**src/rtl/chrono_pkg.sv**
```systemverilog
// Shared types for the stopwatch time base: FSM states, time field widths and limits,
// and the one-tick increment with its full carry chain.
package chrono_pkg;

  localparam int HOURS_W       = 4;
  localparam int MIN_W         = 6;
  localparam int SEC_W         = 6;
  localparam int MS_W          = 10;
  localparam int MIN_MAX       = 59;
  localparam int SEC_MAX       = 59;
  localparam int MS_MAX        = 999;
  localparam int HOURS_MAX_DEF = 9;

  typedef enum logic [1:0] {
    ST_IDLE     = 2'd0,
    ST_RUN      = 2'd1,
    ST_PAUSE    = 2'd2,
    ST_LAP_HOLD = 2'd3
  } state_t;

  typedef struct packed {
    logic [HOURS_W-1:0] hours;
    logic [MIN_W-1:0]   minutes;
    logic [SEC_W-1:0]   seconds;
    logic [MS_W-1:0]    ms;
  } chrono_time_t;

  // True when the next tick wraps every field back to zero.
  function automatic logic time_last(chrono_time_t t, int hours_max);
    return (t.hours == HOURS_W'(hours_max)) && (t.minutes == MIN_W'(MIN_MAX)) &&
           (t.seconds == SEC_W'(SEC_MAX)) && (t.ms == MS_W'(MS_MAX));
  endfunction

  function automatic chrono_time_t time_inc(chrono_time_t t, int hours_max);
    chrono_time_t r;
    r = t;
    if (t.ms != MS_W'(MS_MAX)) begin
      r.ms = t.ms + 1'b1;
    end else begin
      r.ms = '0;
      if (t.seconds != SEC_W'(SEC_MAX)) begin
        r.seconds = t.seconds + 1'b1;
      end else begin
        r.seconds = '0;
        if (t.minutes != MIN_W'(MIN_MAX)) begin
          r.minutes = t.minutes + 1'b1;
        end else begin
          r.minutes = '0;
          r.hours   = (t.hours == HOURS_W'(hours_max)) ? '0 : t.hours + 1'b1;
        end
      end
    end
    return r;
  endfunction

endpackage

```
**src/rtl/chrono_counter_if.sv**
```systemverilog
// Button pulses and time load in, displayed time and status out.
// master = controller/bench, slave = chrono_counter.
interface chrono_counter_if;
  import chrono_pkg::*;

  logic               start_stop;
  logic               clear;
  logic               lap;
  logic               preset;
  chrono_time_t       preset_time;
  logic [HOURS_W-1:0] hours;
  logic [MIN_W-1:0]   minutes;
  logic [SEC_W-1:0]   seconds;
  logic [MS_W-1:0]    milliseconds;
  logic               running;
  logic               overflow;
  logic               update;

  modport master (
    output start_stop, clear, lap, preset, preset_time,
    input  hours, minutes, seconds, milliseconds, running, overflow, update
  );

  modport slave (
    input  start_stop, clear, lap, preset, preset_time,
    output hours, minutes, seconds, milliseconds, running, overflow, update
  );

endinterface

```
**src/rtl/ms_tick_gen.sv**
```systemverilog
// Prescaler: counts 0..TICK_DIV-1 while enabled, flags tick on the last count.
// Latency: tick is a decode of the count register, consumed on the same edge.
// Backpressure: none; holds its count while disabled, clr forces zero.
module ms_tick_gen #(
  parameter int TICK_DIV = 50_000
) (
  input  logic clk,
  input  logic reset,
  input  logic en,
  input  logic clr,
  output logic tick
);

  localparam int            CW   = (TICK_DIV > 2) ? $clog2(TICK_DIV) : 1;
  localparam logic [CW-1:0] LAST = CW'(TICK_DIV - 1);

  logic [CW-1:0] cnt_q;

  assign tick = en && (cnt_q == LAST);

  always_ff @(posedge clk or posedge reset) begin
    if (reset) begin
      cnt_q <= '0;
    end else if (clr) begin
      cnt_q <= '0;
    end else if (en) begin
      cnt_q <= tick ? '0 : cnt_q + 1'b1;
    end
  end

endmodule

```
**src/rtl/chrono_counter.sv**
```systemverilog
// Stopwatch time base (h:m:s.ms) from a 1 ms tick; lap hold under CHRONO_LAP_EN.
// Latency: all outputs registered; a tick is visible right after the edge it occurs on.
// Backpressure: none; clear > start_stop > lap for coincident pulses.
module chrono_counter
  import chrono_pkg::*;
#(
  parameter int CLK_FREQ_HZ = 50_000_000,
  parameter int TICK_DIV    = CLK_FREQ_HZ / 1000,
  parameter int HOURS_MAX   = HOURS_MAX_DEF
) (
  input  logic             clk,
  input  logic             reset,
  chrono_counter_if.slave  bus
);

  state_t       state_q, state_d;
  logic         cnt_en, running_d, running_q;
  logic         tick;
  chrono_time_t time_q, time_d;
  logic         ovf_q, ovf_d;
  chrono_time_t disp_now, disp_d;
  logic         upd_q;

  always_ff @(posedge clk or posedge reset) begin
    if (reset) state_q <= ST_IDLE;
    else       state_q <= state_d;
  end

  always_comb begin
    state_d = state_q;
    if (bus.clear) begin
      state_d = ST_IDLE;
    end else if (bus.start_stop) begin
      case (state_q)
        ST_RUN, ST_LAP_HOLD: state_d = ST_PAUSE;
        default:             state_d = ST_RUN;
      endcase
    end
`ifdef CHRONO_LAP_EN
    else if (bus.lap) begin
      case (state_q)
        ST_RUN:      state_d = ST_LAP_HOLD;
        ST_LAP_HOLD: state_d = ST_RUN;
        default:     state_d = state_q;
      endcase
    end
`endif
  end

  always_comb begin
    cnt_en    = (state_q == ST_RUN) || (state_q == ST_LAP_HOLD);
    running_d = (state_d == ST_RUN) || (state_d == ST_LAP_HOLD);
  end

  ms_tick_gen #(.TICK_DIV(TICK_DIV)) u_tick (
    .clk   (clk),
    .reset (reset),
    .en    (cnt_en),
    .clr   (bus.clear),
    .tick  (tick)
  );

  // preset is a bring-up time load; it leaves state and sub-ms phase alone.
  always_comb begin
    time_d = time_q;
    ovf_d  = ovf_q;
    if (bus.clear) begin
      time_d = '0;
      ovf_d  = 1'b0;
    end else if (bus.preset) begin
      time_d = bus.preset_time;
    end else if (tick) begin
      time_d = time_inc(time_q, HOURS_MAX);
      if (time_last(time_q, HOURS_MAX)) ovf_d = 1'b1;
    end
  end

  always_ff @(posedge clk or posedge reset) begin
    if (reset) begin
      time_q    <= '0;
      ovf_q     <= 1'b0;
      running_q <= 1'b0;
      upd_q     <= 1'b0;
    end else begin
      time_q    <= time_d;
      ovf_q     <= ovf_d;
      running_q <= running_d;
      upd_q     <= (disp_d != disp_now);
    end
  end

`ifdef CHRONO_LAP_EN
  chrono_time_t disp_q;

  // Display freezes while in (or entering) LAP_HOLD and follows internal time otherwise.
  always_comb begin
    disp_d = disp_q;
    if (bus.clear)                  disp_d = '0;
    else if (state_d != ST_LAP_HOLD) disp_d = time_d;
  end

  always_ff @(posedge clk or posedge reset) begin
    if (reset) disp_q <= '0;
    else       disp_q <= disp_d;
  end

  assign disp_now = disp_q;
`else
  logic unused_lap;
  assign unused_lap = bus.lap;
  assign disp_now   = time_q;
  assign disp_d     = time_d;
`endif

  assign bus.hours        = disp_now.hours;
  assign bus.minutes      = disp_now.minutes;
  assign bus.seconds      = disp_now.seconds;
  assign bus.milliseconds = disp_now.ms;
  assign bus.running      = running_q;
  assign bus.overflow     = ovf_q;
  assign bus.update       = upd_q;

endmodule

```
**src/flat_wrapper.sv**
```systemverilog
// flat-port wrapper written by rule: the top's interface ports become plain ports
module chrono_counter_flat import chrono_pkg::*;
#(
  parameter int CLK_FREQ_HZ = 50_000_000,
  parameter int TICK_DIV    = CLK_FREQ_HZ / 1000,
  parameter int HOURS_MAX   = HOURS_MAX_DEF
)
  (clk, reset, bus_start_stop, bus_clear, bus_lap, bus_preset, bus_preset_time, bus_hours, bus_minutes, bus_seconds, bus_milliseconds, bus_running, bus_overflow, bus_update);
  chrono_counter_if bus_i ();
  input  logic clk;
  input  logic reset;
  input wire logic [$bits(bus_i.start_stop)-1:0] bus_start_stop;
  input wire logic [$bits(bus_i.clear)-1:0] bus_clear;
  input wire logic [$bits(bus_i.lap)-1:0] bus_lap;
  input wire logic [$bits(bus_i.preset)-1:0] bus_preset;
  input wire logic [$bits(bus_i.preset_time)-1:0] bus_preset_time;
  output wire logic [$bits(bus_i.hours)-1:0] bus_hours;
  output wire logic [$bits(bus_i.minutes)-1:0] bus_minutes;
  output wire logic [$bits(bus_i.seconds)-1:0] bus_seconds;
  output wire logic [$bits(bus_i.milliseconds)-1:0] bus_milliseconds;
  output wire logic [$bits(bus_i.running)-1:0] bus_running;
  output wire logic [$bits(bus_i.overflow)-1:0] bus_overflow;
  output wire logic [$bits(bus_i.update)-1:0] bus_update;
  assign bus_i.start_stop = bus_start_stop;
  assign bus_i.clear = bus_clear;
  assign bus_i.lap = bus_lap;
  assign bus_i.preset = bus_preset;
  assign bus_i.preset_time = bus_preset_time;
  assign bus_hours = bus_i.hours;
  assign bus_minutes = bus_i.minutes;
  assign bus_seconds = bus_i.seconds;
  assign bus_milliseconds = bus_i.milliseconds;
  assign bus_running = bus_i.running;
  assign bus_overflow = bus_i.overflow;
  assign bus_update = bus_i.update;
  chrono_counter #(.CLK_FREQ_HZ(CLK_FREQ_HZ), .TICK_DIV(TICK_DIV), .HOURS_MAX(HOURS_MAX)) u_core (.clk(clk), .reset(reset), .bus(bus_i));
endmodule
```
**config.mk**
```make
export PLATFORM = sky130hd
export DESIGN_NAME = chrono_counter_flat
export DESIGN_NICKNAME = d
export VERILOG_FILES = /design/src/rtl/chrono_pkg.sv /design/src/rtl/chrono_counter_if.sv /design/src/rtl/ms_tick_gen.sv /design/src/rtl/chrono_counter.sv /design/src/flat_wrapper.sv
export SDC_FILE = /design/constraint.sdc
export NUM_CORES = 1
export LEC_CHECK = 0
export BUFFER_PORTS_ARGS = -buffer_cell sky130_fd_sc_hd__buf_2
export CAP_MARGIN = 5
export CORE_UTILIZATION = 56
export DETAILED_ROUTE_END_ITERATION = 8
export GPL_ROUTABILITY_DRIVEN = 0
export PLACE_DENSITY = 0.89
export SLEW_MARGIN = 20
export SYNTH_ARGS = -nofsm -noshare
export SYNTH_HDL_FRONTEND = slang
export SYNTH_HIERARCHICAL = 1
export SYNTH_SLANG_ARGS = --single-unit
```
**constraint.sdc**
```tcl
create_clock -name clk -period 3.35 [get_ports clk]
set_clock_uncertainty 0.2 [all_clocks]
set_input_delay 0.5025 -clock clk [delete_from_list [all_inputs] [get_ports clk]]
set_output_delay 0.5025 -clock clk [all_outputs]
set_load 0.01 [all_outputs]
```
## Yosys cells after proc, flatten, opt, wreduce, memory -nomap -nowiden

Index checks and enable logic that the tools add are counted.

| operators by class | value |
|---|---|
| add/subtract/negate cells | 5 |
| equality and inequality tests | 14 |
| muxes and demuxes | 20 |
| reduce and logical (&&, ||, !) cells | 11 |

Operators with widths:

| kind | count |
|---|---|
| 26-bit two-way mux | 3 |
| 16-bit two-way mux | 4 |
| 26-bit != test | 1 |
| 10-bit two-way mux | 2 |
| 16-bit by 1-bit adder with 16-bit output (second input constant) | 1 |
| 16-bit == test (second input constant) | 1 |
| 6-bit by 1-bit adder with 6-bit output (second input constant) | 2 |
| 6-bit == test (second input constant) | 2 |
| 6-bit two-way mux | 2 |
| 6-bit != test (second input constant) | 2 |
| 10-bit by 1-bit adder with 10-bit output (second input constant) | 1 |
| 10-bit == test (second input constant) | 1 |
| 10-bit != test (second input constant) | 1 |
| 4-bit two-way mux | 2 |
| 2-bit two-way mux | 3 |
| 2-bit nonzero test | 3 |
| 4-bit by 1-bit adder with 4-bit output (second input constant) | 1 |
| 2-bit by 1-bit == test with 1-bit output (second input constant) | 2 |
| 2-bit == test (second input constant) | 2 |
| 4-bit == test (second input constant) | 1 |
| 1-bit logical AND | 4 |
| 1-bit two-way mux | 4 |
| 3-bit AND reduction | 1 |
| 1-bit logical OR | 2 |
| 2 further kinds | 2 |

| word-level totals | value |
|---|---|
| flip-flop bits (word level) | 47 |
| input bits | 32 |
| output and inout bits | 29 |
| logic and storage cells | 59 |

## Depth between registers and ports, before layout

Gate-level depths: netlist (run 1).

| depth | value |
|---|---|
| word-level depth | 9 |
| mapped depth | 12 |
| gate-level depth less buffers | 11 |

## By module

The synthesis (run 1) kept the hierarchy.

By module, submodules not included:

| module | instances | cells an instance | area each (µm²) | seq. area each (µm²) |
|---|---|---|---|---|
| chrono_counter | 1 | 327 | 2,467.4 | 725.7 |
| ms_tick_gen | 1 | 94 | 1,003.5 | 400.4 |

## Worst setup path after synthesis (run 1)

OpenSTA, ideal clock, no wires.

| timing | value |
|---|---|
| path kind | reg-to-reg |
| start point | register u_core.u_tick.cnt_q[0] |
| end point | register u_core.upd_q, in the netlist u_core/bus.update |
| setup time | 0.134 ns |
| arrival time | 2.566 ns |
| data required time | 3.016 ns |
| path slack | 0.449 ns |
| stages on the path, launching flop included | 13 |
| path buffers | 1 |
| period minus slack after synthesis | 2.901 ns |
| cell sequence | dfrtp_1 ha_1 and3_1 nand3_1 nor2_1 clkbuf_1 and4_1 and2_1 and4_1 o311ai_0 o41ai_1 nor4b_1 nand4_1 |

| between the ends | value |
|---|---|
| cells in the longest elaborated chain, start to end | 6 |

Ends and longest elaborated chain:

| what | RTL line | source |
|---|---|---|
| from (decl) | ms_tick_gen.sv:17 | `logic [CW-1:0] cnt_q;` |
| from (signal assigned) | ms_tick_gen.sv:27 | `cnt_q <= tick ? '0 : cnt_q + 1'b1;` |
| 16-bit == test | ms_tick_gen.sv:19 | `assign tick = en && (cnt_q == LAST);` |
| 1-bit logical AND | ms_tick_gen.sv:19 |  |
| via u_core.tick | chrono_counter.sv:18 | `logic tick;` |
| 26-bit two-way mux | chrono_counter.sv:72 | `end else if (tick) begin` |
| 26-bit two-way mux | chrono_counter.sv:70 | `end else if (bus.preset) begin` |
| 26-bit two-way mux | chrono_counter.sv:67 | `if (bus.clear) begin` |
| 26-bit != test | chrono_counter.sv:88 | `upd_q <= (disp_d != disp_now);` |
| to (signal assigned) | chrono_counter.sv:88 |  |
| to (decl) | chrono_counter.sv:22 | `logic upd_q;` |

The timed path passes the listed nets, and every way through them passes these cells.
A chain may end at the register's enable or synchronous reset.

==> flow_metrics.py, run 1 <==
metrics = {
    "synthesis": {
        "synth_top_area_share_pct": 32.4,
        "avgSynthCellArea_um2": 8.24,
        "yosys-top-cells-area": "dfrtp_1 (32%), inv_1 (3.9%), nor2_1 (3.7%), nand2_1 (3.6%), xnor2_1 (3.5%)",
        "synth_fa_ha_area_share_pct": 2.16,
        "synthXorXnorAreaFrac_pct": 4.79,
        "synth.area.mux_share_pct": 0.649,
        "synth_edf_count": 0,
        "synth_cell_types": 65,
        "ys_top_cells_by_count": "dfrtp_1 (45), inv_1 (36), nor2_1 (34), nand2_1 (33), a21oi_1 (22)",
        "ys_warn_count": 6,
        "synth_top_family_by_area": "simple AND/OR/NAND/NOR gates",
        "yosysTopAreaCell": "dfrtp_1",
        "synthArstFlopShare_pct": 100,
        "synth_compound_area_share_pct": 23.1,
        "synth_most_common_cell": "dfrtp_1",
        "ys_seq_elements": 45,
        "yosys.area_share.simple_pct": 30.1,
        "syn_inst": 421,
        "syn_area_um2": 3470,
        "seq_area_frac_synth_pct": 32.4,
        "synth_fp_nets": 459,
        "synth_ff_type": "dfrtp_1",
    },
    "worst_setup_path": {
        "crit_fanout": 8,
        "critPathBufInv": 0,
        "crit_arrival_ns": 3.10,
        "worstPathRequired_ns": 3.37,
        "critPathCaptureType": "register",
        "cpMaxStageDelayCell": "or4_1",
        "path_class": "reg2reg",
        "critPathTopFamily": "simple AND/OR/NAND/NOR gates",
        "cpPeakStageDelay_ns": 0.63,
        "critPathLaunchType": "register",
        "worstPathCellList": "nor4b_2, nand3_1, nor2_1, nand2_1, or4_1, o41ai_1, a21oi_1, nor3_1",
    },
    "clock_network": {
        "cts.clk_slew.worst_paths_ns": 0.09,
        "cts_htree_levels": 2,
        "insertion_delay_ns": 0.31,
        "cts-root-buf": "clkbuf_8",
        "cts_buffers": 5,
        "cts_tree": "yes",
        "cts_resized": 0,
        "numClockSinks": 45,
        "post_cts_buffers": 0,
        "ctsHoldBuffers": 0,
        "cts_max_path_buffers": 2,
    },
    "placed_design": {
        "dp_hpwl_mm": 7.23,
        "preCtsSetupSlack_ns": 0.156,
        "io_buffers": 59,
    },
    "pwr": {
        "p_leak_nw": 1.70,
        "p_per_area_nw_per_um2": 315,
        "peakVddDrop_mv": 0.215,
        "finalPower_w": 0.00124,
    },
    "floorplan": {
        "dieArea_um2": 6520,
        "die_x_um": 80.7,
        "io_pins": 61,
        "rows": 28,
        "start_util_pct": 58.3,
        "die_h_um": 80.7,
        "core_area_um2": 5960,
    },
    "sta": {
        "slew_headroom_pct": 53.0,
        "fmax_mhz": 324,
        "layout_worst_path_cycle_share_pct": 92.0,
        "rsz0062_at_grt": "false",
        "min_period_ns": 3.08,
        "finalHoldViolations": 0,
        "holdWs_ns": 0.0657,
        "fin_ws_ns": 0.268,
        "final-setup-viol-count": 0,
        "timing.setup.tns_ns": 0,
        "slew_violations": 0,
        "worst_pin_slew_ns": 0.705,
    },
    "layout": {
        "antennaDiodeCount": 0,
        "final_net_count": 513,
        "post-route-util_pct": 65.9,
        "drive_gt1_share_pct": 22.1,
        "area_growth_pct": 13.0,
    },
    "global_route": {
        "gr-total-overflow": 0,
        "grt_util_all_layers_pct": 31.6,
        "grt_max_degree": 43,
        "grt_pass1_vias": 3228,
        "grt_first_pass_wirelength_mm": 15.9,
        "grt_antenna_before_repair": 0,
    },
    "route": {
        "first_iter_violations": 554,
        "vias": 3644,
        "post_drt_via_cell_ratio": 6.61,
        "wl_mm": 9.95,
        "post-route-drc-count": 0,
        "postRouteAntennaNets": 0,
        "first_pass_iters": 7,
        "post_drt_wl_per_cell_um": 18.1,
    },
    "hold_path": {
        "hp-class": "in2async",
    },
    "outcome": {
        "status": "complete, no violations",
    },
    "flow_run": {
        "maxCapViolations": 0,
    },
}
## through the flow
step / instances / instance area, um2
floorplan: 421 / 3470
global placement: 543 / 3820
detailed placement: 543 / 3820
CTS: 551 / 3920
global route: 551 / 3920
finish: 551 / 3920
## layout by cell type (no fill, tap or decap), types with 6 or more instances in the layout
cell,netlist,final
dfrtp_1,45,45
inv_1,36,36
nor3_1,20,20
ha_1,6,6
clkbuf_8,0,6
a211oi_1,15,15
nor2_2,12,12
nand2_1,33,33
nor2b_1,13,13
buf_2,2,59
a22oi_1,7,7
nand4_1,7,7
o21ai_0,15,15
a21oi_1,22,22
o22ai_1,13,13
nor2_1,34,34
buf_4,0,8
xnor2_1,14,14
nand3_1,14,14
## report_power, final
part / switching, W / internal (W)
combinational: 0.000146 / 0.000100
sequential: 0.0000500 / 0.000565
clock: 0.000203 / 0.000172
total: 0.000399 / 0.000837
## path summary, 6_finish.rpt
path / startpoint / cells past startpoint / slack, ns / end
max: u_core/u_tick/cnt_q[11] / 8 / 0.27 / u_core/bus.minutes[5]
min reg2reg: u_core/u_tick/cnt_q[15] / 2 / 0.33 / u_core/u_tick/cnt_q[15]
max reg2reg: u_core/u_tick/cnt_q[11] / 8 / 0.27 / u_core/bus.minutes[5]
min: reset / 2 / 0.07 / u_core/u_tick/cnt_q[7]
min in group clk: bus_preset_time[15] / 3 / 0.26 / u_core/bus.seconds[5]
max in group asynchronous: reset / 2 / 2.48 / u_core/u_tick/cnt_q[2]
## flip-flops by register name (all words and copies together), names as in the netlist
signal	flops
u_core/u_tick/cnt_q	16
u_core/bus.hours	4
u_core/bus.running	1
u_core/bus.seconds	6
u_core/bus.update	1
u_core/bus.overflow	1
u_core/bus.milliseconds	10
u_core/bus.minutes	6
## cell families (layout without fill, tap and decap cells)
logic type               count (synthesis)  in the layout
AO/OA/AOI/OAI                          114            114
XOR/XNOR                                19             19
adder cells (fa/ha/maj)                  6              6
buffers and inverters                   56            111
flip-flops                              45             45
multiplexers                             2              2
AND/OR/NAND/NOR                        179            179
## final cells by class
| class | instances | area, um2 |
|---|---|---|
| well taps | 75 | 93.8 |
| repair buffers | 67 | 355 |
| multi-input cells | 320 | 2110 |
| clock buffers | 6 | 82.6 |
| flip-flops and latches | 45 | 1130 |
| fillers | 520 | 2030 |
| inverters | 36 | 135 |
| clock inverters | 2 | 17.5 |
## per-layer routing
metal	part of all wire, %	GRT usage, %
met1	41	43.9
met2	46	50.1
met3	9.7	4.55
met4	3.4	10.9
met5	0	0
Note: power is estimated with default switching activity, not from simulation.
==> inputs of run 2 (changes only) <==
Clock period 3.35 ns to 3 ns, I/O delays scaled along.
==> run 2 against run 1 <==
Against the previous run:
- the run now ends with negative setup slack left
- flip-flop and latch count stayed put
- register-to-register slack worse by 0.31 ns
- utilization is 1.8 points higher
- sequential share of layout area is 0.78 points lower
- sequential power is 10% higher
- final cell count is 2.5% higher
- non-clock buffer count is 15 higher
- final area is 2.8% higher
- die area stayed put
- largest power group unchanged
- highest routed layer unchanged
==> flow_metrics.py, run 2 (synthesis gave the netlist of run 1 again) <==
metrics = {
    "route": {
        "maxUsedRoutingLayer": "met4",
        "route.met3.wl_mm": 1.11,
        "postRouteAntennaNets": 0,
        "vias": 3759,
        "drt-met1-wl_mm": 4.22,
        "first_iter_violations": 604,
        "post_drt_via_cell_ratio": 6.65,
        "wl_met2_mm": 4.75,
        "post_drt_wl_per_cell_um": 18.4,
        "wl_mm": 10.4,
        "post-route-drc-count": 0,
        "first_pass_iters": 9,
    },
    "worst_setup_path": {
        "critPathLaunchType": "register",
        "worstPathRequired_ns": 2.98,
        "worstPathCellList": "nor4b_2, nand3_1, nor2_1, nand2_1, or4_1, a21o_1, a211oi_1, a211oi_1",
        "path_class": "reg2reg",
        "crit_arrival_ns": 3.02,
        "crit_top_cell": "a211oi_1",
        "cpPeakStageDelay_ns": 0.68,
        "reg2reg_from": "u_core/u_tick/cnt_q[11]",
        "cpMaxStageDelayCell": "or4_1",
        "crit_fanout": 8,
        "critPathCaptureType": "register",
        "critPathLaunch": "u_core/u_tick/cnt_q[11]",
    },
    "sta": {
        "final-setup-viol-count": 2,
        "slew_headroom_pct": 56.7,
        "worst_pin_slew_ns": 0.649,
        "fin_ws_ns": -0.0401,
        "finalHoldViolations": 0,
        "layout_worst_path_cycle_share_pct": 101,
        "min_period_ns": 3.04,
        "slew_violations": 0,
        "fmax_mhz": 329,
        "holdWs_ns": 0.0202,
        "rsz0062_at_grt": "true",
    },
    "layout": {
        "fillers": 495,
        "final_cells": 565,
        "antennaDiodeCount": 0,
        "area_growth_pct": 16.2,
        "final_net_count": 528,
        "final_cell_mix": "buf_2 (59), dfrtp_1 (45), inv_1 (36)",
        "largest_register_ff_count": 16,
        "mostFrequentLayoutCell": "buf_2",
        "regMostFlops": "u_core/u_tick/cnt_q",
        "drive_gt1_share_pct": 24.3,
    },
    "global_route": {
        "gr-total-overflow": 0,
        "grt_pass1_vias": 3439,
        "grt_first_pass_wirelength_mm": 16.5,
        "grt_antenna_before_repair": 0,
        "grt_max_degree": 39,
        "grt_util_all_layers_pct": 33.1,
    },
    "clock_network": {
        "cts_max_path_buffers": 2,
        "numClockSinks": 45,
        "ctsHoldBuffers": 0,
        "cts.clk_slew.worst_paths_ns": 0.09,
        "insertion_delay_ns": 0.31,
        "cts_htree_levels": 2,
        "cts_tree": "yes",
        "cts-root-buf": "clkbuf_8",
        "cts_buffers": 5,
    },
    "outcome": {
        "status": "complete, but fails checks",
        "violations": "negative setup slack",
    },
    "flow_run": {
        "maxCapViolations": 0,
    },
    "floorplan": {
        "dieArea_um2": 6520,
        "die_x_um": 80.7,
        "io_pins": 61,
        "rows": 28,
        "start_util_pct": 58.3,
        "core_area_um2": 5960,
        "die_h_um": 80.7,
    },
    "pwr": {
        "peakVddDrop_mv": 0.202,
        "p_per_area_nw_per_um2": 337,
        "p_leak_nw": 1.77,
    },
    "placed_design": {
        "io_buffers": 59,
        "dpl.cell_count": 558,
        "dp_hpwl_mm": 7.37,
    },
    "hold_path": {
        "hp-class": "in2async",
    },
}
## run 2: changes by cell type in the layout (fill, tap and decap cells not counted), sizes merged
| cell | previous run | this run |
|---|---|---|
| clkinvlp | 0 | 1 |
| buf | 67 | 82 |
| inv | 37 | 36 |
| clkbuf | 6 | 5 |
## run 2: path summary, 6_finish.rpt
| kind | endpoint | slack [ns] | cells after the start |
|---|---|---|---|
| min | u_core/bus.milliseconds[7] | 0.02 | 3 |
| min in group clk | u_core/bus.running | 0.20 | 3 |
| max in group asynchronous | u_core/u_tick/cnt_q[15] | 2.17 | 2 |
| max reg2reg | u_core/bus.minutes[4] | -0.04 | 8 |
| max | u_core/bus.minutes[4] | -0.04 | 8 |
| min reg2reg | u_core/u_tick/cnt_q[15] | 0.33 | 2 |
## run 2: layout make-up
| class | count | area [um2] | share of cell area, % |
|---|---|---|---|
| well taps | 75 | 93.8 | 2.33 |
| flip-flops and latches | 45 | 1130 | 27.9 |
| repair buffers | 82 | 480 | 11.9 |
| clock buffers | 5 | 68.8 | 1.71 |
| inverters | 36 | 135 | 3.35 |
| multi-input cells | 320 | 2110 | 52.4 |
| clock inverters | 2 | 16.3 | 0.403 |
## run 2: through the flow
| step | setup WS, ns | TNS, ns | power (W) | area, um2 | util, % |
|---|---|---|---|---|---|
| 3_5_place_dp | 0.0746 | 0 | 0.000975 | 3950 | 66.3 |
| 2_1_floorplan | 0.0994 | 0 | 0.000859 | 3470 | - |
| 6_report | -0.0401 | -0.0654 | 0.00136 | 4030 | 67.7 |
| 5_1_grt | -0.101 | -0.366 | 0.00141 | 4030 | 67.7 |
| 3_3_place_gp | 0.129 | 0 | 0.000966 | 3950 | 66.3 |
| 4_1_cts | 0.0487 | 0 | 0.00135 | 4030 | 67.7 |
## run 2: critical path, delay by kind of cell (launching register included)
kind             cells  cell delay, ns
flip-flops           1            0.42
AND/OR/NAND/NOR      5            1.59
AO/OA/AOI/OAI        3            0.70
## run 2: timing repair
| item | 4_1_cts | 5_1_grt |
|---|---|---|
| endpoints found under the hold margin | 0 | 0 |
| buffers inserted | 0 | 0 |
| gates resized for setup | 0 | 1 |
| endpoints found under the setup margin | 0 | 4 |
## run 2: layer usage
metal,vias to the layer above,global-route usage [%]
met5,-,0
met4,0,13.0
met3,49,6.25
met2,239,53.6
met1,1786,43.6
li1,1685,-
## run 2: power by group
group          switching (W)  leakage [nW]  internal (W)
logic               0.000177          1.14      0.000122
clock network       0.000224        0.0402      0.000161
registers          0.0000458         0.598      0.000631
